`config.mk`:
```
export PLATFORM = sky130hd
export DESIGN_NAME = game_keys_in_flat
export DESIGN_NICKNAME = d
export VERILOG_FILES = /design/src/rtl/game_keys_in_if.sv /design/src/rtl/game_keys_in.sv /design/src/flat_wrapper.sv
export SDC_FILE = /design/constraint.sdc
export NUM_CORES = 1
export LEC_CHECK = 0
export ABC_CLOCK_PERIOD_IN_PS = 2750
export BUFFER_PORTS_ARGS = -buffer_cell sky130_fd_sc_hd__clkbuf_2
export CAP_MARGIN = 10
export CORE_UTILIZATION = 50
export CTS_CLUSTER_SIZE = 8
export DETAILED_ROUTE_END_ITERATION = 6
export PLACE_DENSITY = 0.72
export SLEW_MARGIN = 10
export SYNTH_ARGS = -nofsm -noshare
export SYNTH_HDL_FRONTEND = slang
export SYNTH_SLANG_ARGS = --single-unit
```
`constraint.sdc`:
```
create_clock -name clk -period 2.75 [get_ports clk]
set_input_delay 0 -clock clk [delete_from_list [all_inputs] [get_ports clk]]
set_output_delay 0 -clock clk [all_outputs]
set_load 0.02 [all_outputs]
```
`src/rtl/game_keys_in_if.sv`:
```
// game_keys_in_if: Avalon-MM slave signals plus the interrupt line of the key input port
interface game_keys_in_if;
    logic [1:0]  address;
    logic        chipselect;
    logic        write_n;
    logic [31:0] writedata;
    logic [31:0] readdata;
    logic        irq;
    modport slave (input address, chipselect, write_n, writedata, output readdata, irq);
    modport master (output address, chipselect, write_n, writedata, input readdata, irq);
endinterface

```
`src/rtl/game_keys_in.sv`:
```
// game_keys_in: synchronised, debounced input PIO with edge capture and masked interrupt
module game_keys_in #(
    parameter int WIDTH = 4,
    parameter int DEBOUNCE_CYCLES = 50000,
    parameter int EDGE_TYPE = 1,
    parameter bit IDLE_LEVEL = 1'b1
) (
    input logic clk,
    input logic reset_n,
    game_keys_in_if.slave bus,
    input logic [WIDTH-1:0] in_port
);
    localparam int CW = DEBOUNCE_CYCLES > 0 ? $clog2(DEBOUNCE_CYCLES) + 1 : 1;
    localparam logic [WIDTH-1:0] IDLE = {WIDTH{IDLE_LEVEL}};
    logic [WIDTH-1:0] sync1, sync2, db, db_next, irqmask, edgecapture, edge_set, clr;
    logic wr;
    logic [31:0] rd_mux;
    always_ff @(posedge clk or negedge reset_n)
        if (!reset_n) begin
            sync1 <= IDLE;
            sync2 <= IDLE;
            db <= IDLE;
        end else begin
            sync1 <= in_port;
            sync2 <= sync1;
            db <= db_next;
        end
    generate
        if (DEBOUNCE_CYCLES == 0) begin : g_bypass
            assign db_next = sync2;
        end else begin : g_debounce
            for (genvar i = 0; i < WIDTH; i++) begin : g_bit
                logic [CW-1:0] cnt;
                logic done;
                assign done = cnt == CW'(DEBOUNCE_CYCLES - 1);
                assign db_next[i] = (sync2[i] != db[i] && done) ? sync2[i] : db[i];
                // any sample matching the current level restarts the stability count
                always_ff @(posedge clk or negedge reset_n)
                    if (!reset_n) cnt <= '0;
                    else cnt <= (sync2[i] == db[i] || done) ? '0 : cnt + 1'b1;
            end
        end
    endgenerate
    always_comb begin
        wr = bus.chipselect & ~bus.write_n;
        edge_set = EDGE_TYPE == 0 ? db_next & ~db : EDGE_TYPE == 1 ? ~db_next & db : db_next ^ db;
        clr = (wr && bus.address == 2'd3) ? bus.writedata[WIDTH-1:0] : '0;
        rd_mux = bus.address == 2'd0 ? 32'(db) :
                 bus.address == 2'd1 ? 32'(irqmask) :
                 bus.address == 2'd3 ? 32'(edgecapture) : 32'h0;
    end
    // a new edge wins over a simultaneous write-1-to-clear of the same bit
    always_ff @(posedge clk or negedge reset_n)
        if (!reset_n) begin
            irqmask <= '0;
            edgecapture <= '0;
            bus.readdata <= '0;
        end else begin
            if (wr && bus.address == 2'd1) irqmask <= bus.writedata[WIDTH-1:0];
            edgecapture <= (edgecapture & ~clr) | edge_set;
            bus.readdata <= bus.chipselect ? rd_mux : 32'h0;
        end
    assign bus.irq = |(edgecapture & irqmask);
endmodule

```
`src/flat_wrapper.sv`:
```
// flat-port wrapper written by rule: the top's interface ports become plain ports
module game_keys_in_flat 
#(
    parameter int WIDTH = 4,
    parameter int DEBOUNCE_CYCLES = 50000,
    parameter int EDGE_TYPE = 1,
    parameter bit IDLE_LEVEL = 1'b1
)
  (clk, reset_n, in_port, bus_address, bus_chipselect, bus_write_n, bus_writedata, bus_readdata, bus_irq);
  game_keys_in_if bus_i ();
  input logic clk;
  input logic reset_n;
  input logic [WIDTH-1:0] in_port;
  input wire logic [$bits(bus_i.address)-1:0] bus_address;
  input wire logic [$bits(bus_i.chipselect)-1:0] bus_chipselect;
  input wire logic [$bits(bus_i.write_n)-1:0] bus_write_n;
  input wire logic [$bits(bus_i.writedata)-1:0] bus_writedata;
  output wire logic [$bits(bus_i.readdata)-1:0] bus_readdata;
  output wire logic [$bits(bus_i.irq)-1:0] bus_irq;
  assign bus_i.address = bus_address;
  assign bus_i.chipselect = bus_chipselect;
  assign bus_i.write_n = bus_write_n;
  assign bus_i.writedata = bus_writedata;
  assign bus_readdata = bus_i.readdata;
  assign bus_irq = bus_i.irq;
  game_keys_in #(.WIDTH(WIDTH), .DEBOUNCE_CYCLES(DEBOUNCE_CYCLES), .EDGE_TYPE(EDGE_TYPE), .IDLE_LEVEL(IDLE_LEVEL)) u_core (.clk(clk), .reset_n(reset_n), .bus(bus_i), .in_port(in_port));
endmodule
```
==> reports/results.ini, run 1 <==
[global_route]
gr-total-overflow=0
grt_max_degree=91
grt_pass1_wl_mm=13.75
grt_use_total=0.1799
antenna_found_initial=0
grt_pass1_vias=3039

[pwr]
p_leak_nw=2.021
peakVddDrop_v=0.0001940
total_power_w=0.002431
p_per_area_mw_per_mm2=496.2

[logic_synthesis]
postSynthAreaPerCell_um2=10.14
yosys.area.top_type=dfrtp_1
synth_edf_count=0
ys_ff_latch=92
ys_types=41
synth_top_flop_cell=dfrtp_1
synth_top_cell_area_share=0.4427
seq_area_frac_synth=0.5125
ys_warn_count=0
syn_inst=446
ys_top_cells_by_area=dfrtp_1 (44%), xnor2_1 (10%), dfstp_2 (7.0%)
synth_area_mm2=0.004522
synth-async-reset-ratio=1.000

[sta]
rsz0062_at_grt=false
finClkSkew_ns=0.01095
slew_violations=0
layout_setup_ws_ns=0.6472
setup_viol=0
holdWs_ns=0.08465
max_freq_mhz=475.6
finalHoldViolCount=0
post-route-min-period_ns=2.103
worst_pin_slew_ns=1.118
totalNegativeSetupSlack_ns=0
maxSlewHeadroom=0.2548
fin_crit_sh=0.7647

[worst_setup_path]
crit_type=reg -> reg
critPathCaptureType=flip-flop
crit_required_ns=2.98
crit_arrival_ns=2.34
r2r_cells=5
crit_fanout=17
startpoint_type=flip-flop

[floorplan]
chipWidth_um=97.10
dieArea_mm2=0.009428
num_rows=34
ios=75
start_util=0.5185
die_h_um=97.10
core_area_mm2=0.008721

[routing]
wl_per_cell_um=12.98
drt_iter0_markers=125
firstDrtPassIters=4
routed-via-count=3116
wl_mm=7.709
drc=0
routed_via_density=5.246
drtAntennaViolNets=0

[worst_hold_path]
hold_class=in -> reg
holdPathStages=3

[flow_run]
cap_violations=0

[placement]
dp_hpwl_mm=5.327
postPlaceCellArea_mm2=0.004624
place_congestion=0.7857
place_ws_ns=0.6363
portBuffers=18

[run_status]
status=finished, final reports clean

[clock_tree]
cts_tree=yes
clock_latency_ns=0.36
clock_path_buffers=2
numClockSinks=92
ctsHtreeMaxLevel=3
hold_buffers=10
cts_resized=0
cts_root_buf=clkbuf_8
numCtsBuffers=9
clkTransAtPathRegs_ns=0.09
postCtsSetupRepairBufs=0

[final_layout]
fin_nets=527
drive_above_1_share=0.1379
n_antenna_cell=0
n_fill_cell=762
synthToLayoutAreaGrowth_pct=8.356
finalInstanceArea_mm2=0.004900

-- cell type report --
class / count / area, um^2 / share of cell area
tap: 108 / 135.1 / 0.02758
timing repair buffer: 32 / 222.7 / 0.04545
sequential: 92 / 2317 / 0.4729
inverter: 17 / 63.81 / 0.01302
clock inverter: 7 / 51.30 / 0.01047
multi-input combinational: 329 / 1986 / 0.4053
clock buffer: 9 / 123.9 / 0.02528
-- cell families after synthesis --
family                   share of synthesized area
AO/OA/AOI/OAI                              0.03127
XOR/XNOR                                    0.1201
adder cells (fa/ha/maj)                    0.01107
flip-flops                                  0.5125
buffers and inverters                      0.07083
other                                    0.0008293
multiplexers                               0.02878
AND/OR/NAND/NOR                             0.2247
-- critical path, stage by stage, from the launching register on --
cell and delay, ns:
dfrtp_1 0.40, ha_1 0.20, nand3_1 0.28, or4_4 0.60, o21ai_4 0.39, nor2_1 0.10
-- stage by stage --
| stage | utilization | cells |
|---|---|---|
| after CTS | 0.5618 | 594 |
| after floorplan | - | 473 |
| after global routing | 0.5618 | 594 |
| after detailed placement | 0.5303 | 568 |
| final | 0.5618 | 594 |
| after global placement | 0.5303 | 568 |
-- sequential cells by signal (all words and copies together) (netlist names) --
register / flops
u_core.bus.readdata: 4
u_core.irqmask: 4
u_core.db: 4
u_core.sync2: 4
u_core.edgecapture: 4
u_core.g_debounce.g_bit.cnt: 68
u_core.sync1: 4
-- synth_stat cells, types with 3 or more instances --
master,n
mux2_2,8
mux2i_1,4
o21ai_0,6
nand2_1,21
and2_1,4
nor4_1,18
xor2_1,10
buf_4,28
nand3_1,26
or4_1,7
nand2b_1,3
dfrtp_1,80
buf_2,3
nand4_1,16
ha_1,4
xnor2_1,52
nor2_1,80
dfstp_2,12
inv_1,17
nor3_1,17
-- metal layers --
| layer | track usage | part of all wire | vias up |
|---|---|---|---|
| li1 | - | - | 1541 |
| met1 | 0.2403 | 0.49 | 1498 |
| met2 | 0.2839 | 0.47 | 64 |
| met3 | 0.03885 | 0.031 | 13 |
| met4 | 0.07807 | 0.018 | 0 |
| met5 | 0 | 0 | - |
-- report_power, final --
part / internal, W / switching [W] / leakage [nW]
clock network: 0.000333 / 0.000496 / 0.0860
registers: 0.00140 / 0.0000308 / 1.22
logic: 0.0000596 / 0.000116 / 0.712
total: 0.00179 / 0.000643 / 2.02
-- placed cells by master (no fill, tap or decap), types with 2 or more instances in the layout --
cell type	instances
nand4_2	2
xor2_1	10
a32o_1	2
nand2b_1	3
mux2_2	8
and2_1	4
clkbuf_2	17
or2_2	2
nor4_1	18
inv_6	2
clkbuf_8	9
clkinv_2	2
nor3_1	17
xnor2_1	52
dfstp_2	12
clkinvlp_4	2
o21ai_0	6
inv_1	17
mux2i_1	4
conb_1	28
dfrtp_1	80
a22oi_1	2
nand3_1	26
dlygate4sd3_1	10
nor2_1	80
nand4_1	16
and3_1	2
a21oi_1	2
nand2_1	21
or4_4	2
o21ai_4	2
ha_1	4
buf_4	5
or4_1	7
-- worst paths after layout --
path / from / end / slack (ns)
max: u_core.g_debounce.g_bit[2].cnt[0] / u_core.g_debounce.g_bit[2].cnt[9] / 0.65
min in group asynchronous: reset_n / u_core.g_debounce.g_bit[1].cnt[12] / 0.37
max in group asynchronous: reset_n / u_core.sync1[2] / 1.58
min reg2reg: u_core.sync1[3] / u_core.sync2[3] / 0.37
min: bus_write_n / u_core.irqmask[2] / 0.08
max reg2reg: u_core.g_debounce.g_bit[2].cnt[0] / u_core.g_debounce.g_bit[2].cnt[9] / 0.65
No activity file was read; power rests on OpenSTA's default activity.
==> inputs of run 2 (changes only) <==
Settings changed: ABC_AREA from default to 1, ABC_CLOCK_PERIOD_IN_PS 2750 to 1750, PLACE_DENSITY 0.72 to 0.74.
Clock period 2.75 ns to 1.75 ns, I/O delays scaled along.
==> reports/results.ini, run 2 <==
[run_status]
status=finished, final reports clean

[floorplan]
dieArea_mm2=0.01078  ; +14%
start_util=0.5230  ; +0.004472
num_rows=36  ; +5.9%
ios=75  ; unchanged
die_h_um=103.8  ; +6.9%
chipWidth_um=103.8  ; +6.9%
core_area_mm2=0.009910  ; +14%

[clock_tree]
numClockSinks=92  ; unchanged
clkTransAtPathRegs_ns=0.09  ; about the same
ctsHtreeMaxLevel=3  ; unchanged
cts_tree=yes
numCtsBuffers=9  ; unchanged
cts_root_buf=clkbuf_8
clock_path_buffers=2  ; unchanged
clock_latency_ns=0.37  ; about the same

[logic_synthesis]
yosys.area.top_type=dfrtp_1
synth_area_mm2=0.005182  ; +15%
synth_commonest_cells=nand2_1 (157), nor2_1 (133), dfrtp_1 (80)
ys_types=30  ; -27%
postSynthAreaPerCell_um2=7.770  ; -23%
synth-async-reset-ratio=1.000  ; unchanged
syn_inst=667  ; +50%
synth_top_flop_cell=dfrtp_1
ys_ff_latch=92  ; unchanged
synth_top_cell_area_share=0.3863  ; -0.05644
synth.most_common_cell=nand2_1
seq_area_frac_synth=0.4471  ; -0.06532
ys_top_cells_by_area=dfrtp_1 (39%), nand2_1 (11%), nor2_1 (9.6%)
synth_edf_count=0  ; unchanged
ys_warn_count=0  ; unchanged

[routing]
wl_mm=9.383  ; +22%
drc=0  ; unchanged
routed-via-count=3998  ; +28%
drtAntennaViolNets=0  ; unchanged
routed_via_density=4.748  ; -9.5%
firstDrtPassIters=4  ; unchanged
drt_iter0_markers=155  ; +24%
wl_per_cell_um=11.14  ; -14%

[sta]
layout_setup_ws_ns=0.2608  ; -0.3864 ns
rsz0062_at_grt=false
setup_viol=0  ; unchanged
finClkSkew_ns=0.006511  ; -0.004435 ns
post-route-min-period_ns=1.489  ; -0.6136 ns
finalHoldViolCount=0  ; unchanged
totalNegativeSetupSlack_ns=0  ; unchanged
holdWs_ns=0.05105  ; -0.03360 ns
max_freq_mhz=671.5  ; +41%
slew_violations=0  ; unchanged
fin_crit_sh=0.8510  ; +0.08632

[final_layout]
post-route-util=0.5672  ; +0.005336
drive_above_1_share=0.1340  ; -0.003869
fin_nets=750  ; +42%
synthToLayoutAreaGrowth_pct=8.450  ; about the same
largest_reg_flops=68  ; unchanged
regMostFlops=u_core.g_debounce.g_bit.cnt
final_cell_mix=nand2_1 (157), nor2_1 (133), dfrtp_1 (80)
n_antenna_cell=0  ; unchanged
final_common_cell=nand2_1

[worst_hold_path]
hold_class=in -> async

[worst_setup_path]
crit_type=reg -> reg
crit_chain=ha_1 -> nand2_1 -> nor2_4 -> nand3_2 -> nand2_4 -> nor2_1
startpoint_type=flip-flop
critPathCaptureType=flip-flop
slowest_stage=dfrtp_1
r2r_cells=6  ; +1
rr_startpoint=u_core.g_debounce.g_bit[1].cnt[0]
slowest_delay_ns=0.39  ; -0.21 ns
timing.rr.end=u_core.g_debounce.g_bit[1].cnt[14]
crit_fanout=16  ; -1
r2r_slack_ns=0.26  ; -0.39 ns
crit_required_ns=2.01  ; -0.97 ns
crit_arrival_ns=1.75  ; -0.59 ns

[flow_run]
cap_violations=0  ; unchanged

[pwr]
peakVddDrop_v=0.0004706  ; +140%
p_per_area_mw_per_mm2=738.3  ; +49%
p_leak_nw=2.520  ; +25%

[global_route]
grt_use_total=0.1930  ; +0.01310
grt_pass1_wl_mm=16.80  ; +22%
grt_pass1_vias=3843  ; +26%
gr-total-overflow=0  ; unchanged
grt_max_degree=35  ; -62%
antenna_found_initial=0  ; unchanged

[placement]
place_ws_ns=0.2747  ; -0.3616 ns
dp_hpwl_mm=6.910  ; +30%
portBuffers=18  ; unchanged
place_congestion=0.8835  ; +12%

[run 2: cell types whose count changed in the layout (fill, tap and decap cells not counted), sizes merged, moves of 15 or more]
cell,previous run,this run
xnor2,52,7
nand2,21,162
nor2,80,167
nor3,17,2
nand3,26,43
xor2,10,32
nor4,18,0
inv,19,76
[run 2: through the flow]
step                      std cells  area, um^2  total power [W]
final                           842        5620         0.004150
after detailed placement        816        5305         0.002615
after global routing            842        5620         0.004340
after global placement          816        5305         0.002605
after CTS                       842        5620         0.004211
after floorplan                 694        5284         0.002551
[run 2: kinds of logic after synthesis]
kind of cell    Yosys count  share of synthesized area
flops                    92                     0.4471
fa+ha+maj                 4                   0.009658
other cells               1                  0.0007236
simple gates            391                     0.3317
xor+xnor                 39                    0.06591
buf+inv                 107                     0.1070
compound gates           33                    0.03790
[run 2: cell type report]
type / count / area, um^2
clock buffers: 10 / 127.6
clock inverters: 6 / 87.58
fillers: 903 / 4289
inverters: 75 / 281.5
multi-input cells: 495 / 2412
flip-flops and latches: 92 / 2317
well taps: 133 / 166.4
repair buffers: 31 / 227.7
[run 2: where the power goes]
| group | internal, W | total, W | switching [W] |
|---|---|---|---|
| combinational | 0.000104 | 0.000333 | 0.000229 |
| sequential | 0.00220 | 0.00225 | 0.0000483 |
| clock | 0.000808 | 0.00156 | 0.000757 |
[run 2: worst max-delay path by stage]
stage | startpoint | endpoint | slack, ns | cells past startpoint
floorplan | u_core.g_debounce.g_bit[1].cnt[0] | u_core.g_debounce.g_bit[1].cnt[7] | 0.41 | 7
finish | u_core.g_debounce.g_bit[1].cnt[0] | u_core.g_debounce.g_bit[1].cnt[14] | 0.26 | 6
detailed placement | u_core.g_debounce.g_bit[1].cnt[0] | u_core.g_debounce.g_bit[1].cnt[14] | 0.27 | 6
CTS | u_core.g_debounce.g_bit[1].cnt[0] | u_core.g_debounce.g_bit[1].cnt[14] | 0.26 | 6
global placement | u_core.g_debounce.g_bit[1].cnt[0] | u_core.g_debounce.g_bit[1].cnt[16] | 0.30 | 6
global route | u_core.g_debounce.g_bit[0].cnt[0] | u_core.g_debounce.g_bit[0].cnt[16] | 0.08 | 9
[run 2: timing repair]
item,CTS,global route
endpoints found under the hold margin,99,0
buffers inserted,0,0
resized for setup,0,0
hold buffers,10,0
[run 2: routing by layer]
metal  wire, um  share of wire  global-route usage
met1       4492           0.48              0.2446
met2       4397           0.47              0.3171
met3        340          0.036             0.05916
met4        152          0.016             0.05714
met5          0              0                   0
[run 2: critical path, delay by kind of cell, from the launching register on]
| family | cells | cell delay, ns |
|---|---|---|
| AND/OR/NAND/NOR | 5 | 0.75 |
| flip-flops | 1 | 0.39 |
| adder cells (fa/ha/maj) | 1 | 0.24 |
==> inputs of run 3 (changes only) <==
Settings changed: GPL_ROUTABILITY_DRIVEN from default to 0, SETUP_SLACK_MARGIN from default to 0.3.
==> reports/results.ini, run 3 (same netlist as run 2, synthesis figures left out) <==
[final_layout]
final_common_cell=nand2_1
drive_above_1_share=0.1770  ; +0.04305
multi_input_area_mm2=0.002580  ; +7.0%
n_antenna_cell=0  ; unchanged
seq_area_mm2=0.002317  ; unchanged
fin_nets=764  ; +1.9%
final_cell_mix=nand2_1 (148), nor2_1 (131), dfrtp_1 (80)
fin_cells=856  ; +1.7%
regMostFlops=u_core.g_debounce.g_bit.cnt
largest_reg_flops=68  ; unchanged
n_fill_cell=873  ; -3.3%
synthToLayoutAreaGrowth_pct=13.54

[pwr]
p_per_area_mw_per_mm2=712.9  ; -3.4%
p_leak_nw=2.617  ; +3.8%
peakVddDrop_v=0.0004614  ; -1.9%

[routing]
wl_mm=9.904  ; +5.6%
routed-via-count=4099  ; +2.5%
routed_via_density=4.789  ; +0.85%
drt_iter0_markers=144  ; -7.1%
drc=0  ; unchanged
firstDrtPassIters=4  ; unchanged
wl_per_cell_um=11.57  ; +3.8%
drtAntennaViolNets=0  ; unchanged

[flow_run]
cap_violations=0  ; unchanged

[sta]
max_freq_mhz=720.7  ; +7.3%
fin_crit_sh=0.7929  ; -0.05808
post-route-min-period_ns=1.388  ; -0.1016 ns
worst_pin_slew_ns=0.5053
finClkSkew_ns=0.007810  ; +0.001299 ns
finalHoldViolCount=0  ; unchanged
slew_violations=0  ; unchanged
setup_viol=0  ; unchanged
maxSlewHeadroom=0.6629
holdWs_ns=0.04862  ; -0.002430 ns
totalNegativeSetupSlack_ns=0  ; unchanged
rsz0062_at_grt=true

[worst_setup_path]
critPathCaptureType=flip-flop
r2r_slack_ns=0.36  ; +0.10 ns
crit_chain=ha_4 -> nand2_1 -> nor2_4 -> nand2_2 -> buf_4 -> xor2_1 -> nor2_1
slowest_delay_ns=0.41  ; +0.02 ns
slowest_stage=dfrtp_1
rr_startpoint=u_core.g_debounce.g_bit[2].cnt[0]
crit_type=reg -> reg
crit_required_ns=2.06  ; +0.05 ns
r2r_cells=7  ; +1
crit_arrival_ns=1.69  ; -0.06 ns
crit_fanout=5  ; -11
timing.rr.end=u_core.g_debounce.g_bit[2].cnt[8]
startpoint_type=flip-flop

[global_route]
grt_max_degree=35  ; unchanged
grt_pass1_wl_mm=16.89  ; +0.54%
grt_use_total=0.1940  ; +0.0009568
antenna_found_initial=0  ; unchanged
gr-total-overflow=0  ; unchanged
grt_pass1_vias=3863  ; +0.52%

[placement]
dp_hpwl_mm=6.910  ; unchanged
dp.cells=816  ; unchanged
portBuffers=18  ; unchanged

[clock_tree]
clkTransAtPathRegs_ns=0.09  ; about the same
numClockSinks=92  ; unchanged
cts_root_buf=clkbuf_8
cts_tree=yes
clock_latency_ns=0.38  ; about the same
clock_path_buffers=2  ; unchanged
ctsHtreeMaxLevel=3  ; unchanged
numCtsBuffers=9  ; unchanged

[floorplan]
dieArea_mm2=0.01078  ; unchanged
die_h_um=103.8  ; unchanged
start_util=0.5230  ; unchanged
core_area_mm2=0.009910  ; unchanged
num_rows=36  ; unchanged
chipWidth_um=103.8  ; unchanged
ios=75  ; unchanged

[run_status]
status=finished, final reports clean

[worst_hold_path]
hold_class=in -> async

==> run 3: changes by cell type in the layout (fill, tap and decap cells not counted), moves of 4 or more <==
cell | before | now
nand2_2 | 1 | 9
nand2_1 | 157 | 148
nand2_8 | 0 | 4
buf_4 | 3 | 14
==> run 3: timing repair <==
action                                  in CTS  in global routing
resized for setup                            3                 29
gates cloned                                 0                  2
setup buffers                                0                 12
endpoints found under the setup margin      13                 68
endpoints found under the hold margin       99                  0
pin swaps                                    0                 14
hold buffers                                10                  0
==> run 3: worst max-delay path: cells and delay by family, from the launching register on <==
| kind | cells | cell delay (ns) |
|---|---|---|
| flip-flops | 1 | 0.41 |
| buffers and inverters | 1 | 0.14 |
| AND/OR/NAND/NOR | 4 | 0.47 |
| XOR/XNOR | 1 | 0.13 |
| adder cells (fa/ha/maj) | 1 | 0.16 |
==> run 3: per-layer routing <==
metal | GRT usage | part of all wire
met1 | 0.2446 | 0.46
met3 | 0.05916 | 0.042
met2 | 0.3205 | 0.48
met4 | 0.05714 | 0.015
met5 | 0 | 0
==> run 3: cell type report <==
cell class / instances / share of cell area
Inverter: 75 / 0.04827
Sequential cell: 92 / 0.3938
Clock inverter: 6 / 0.01488
Timing Repair Buffer: 43 / 0.05465
Clock buffer: 10 / 0.02169
Tap cell: 133 / 0.02828
Multi-Input combinational cell: 497 / 0.4384
==> run 3: how the worst max path moves through the flow <==
stage / start / end / slack (ns)
final: u_core.g_debounce.g_bit[2].cnt[0] / u_core.g_debounce.g_bit[2].cnt[8] / 0.36
after global routing: u_core.g_debounce.g_bit[2].cnt[0] / u_core.g_debounce.g_bit[2].cnt[16] / 0.25
after CTS: u_core.g_debounce.g_bit[1].cnt[0] / u_core.g_debounce.g_bit[1].cnt[14] / 0.30
after detailed placement: u_core.g_debounce.g_bit[1].cnt[0] / u_core.g_debounce.g_bit[1].cnt[14] / 0.27
after global placement: u_core.g_debounce.g_bit[1].cnt[0] / u_core.g_debounce.g_bit[1].cnt[16] / 0.30
after floorplan: u_core.g_debounce.g_bit[1].cnt[0] / u_core.g_debounce.g_bit[1].cnt[7] / 0.41
==> run 3: stage by stage <==
stage / area (um^2) / utilization / setup slack, ns / power, W
final: 5884 / 0.5938 / 0.3624 / 0.004195
after global routing: 5884 / 0.5938 / 0.2528 / 0.004382
after CTS: 5640 / 0.5692 / 0.2976 / 0.004214
after detailed placement: 5305 / 0.5354 / 0.2747 / 0.002615
after global placement: 5305 / 0.5354 / 0.2970 / 0.002605
after floorplan: 5284 / - / 0.4104 / 0.002551
==> run 3: report_power, final <==
group          internal (W)  switching (W)
Clock              0.000808       0.000763
Combinational      0.000126       0.000241
Sequential          0.00220      0.0000536
Total               0.00314        0.00106
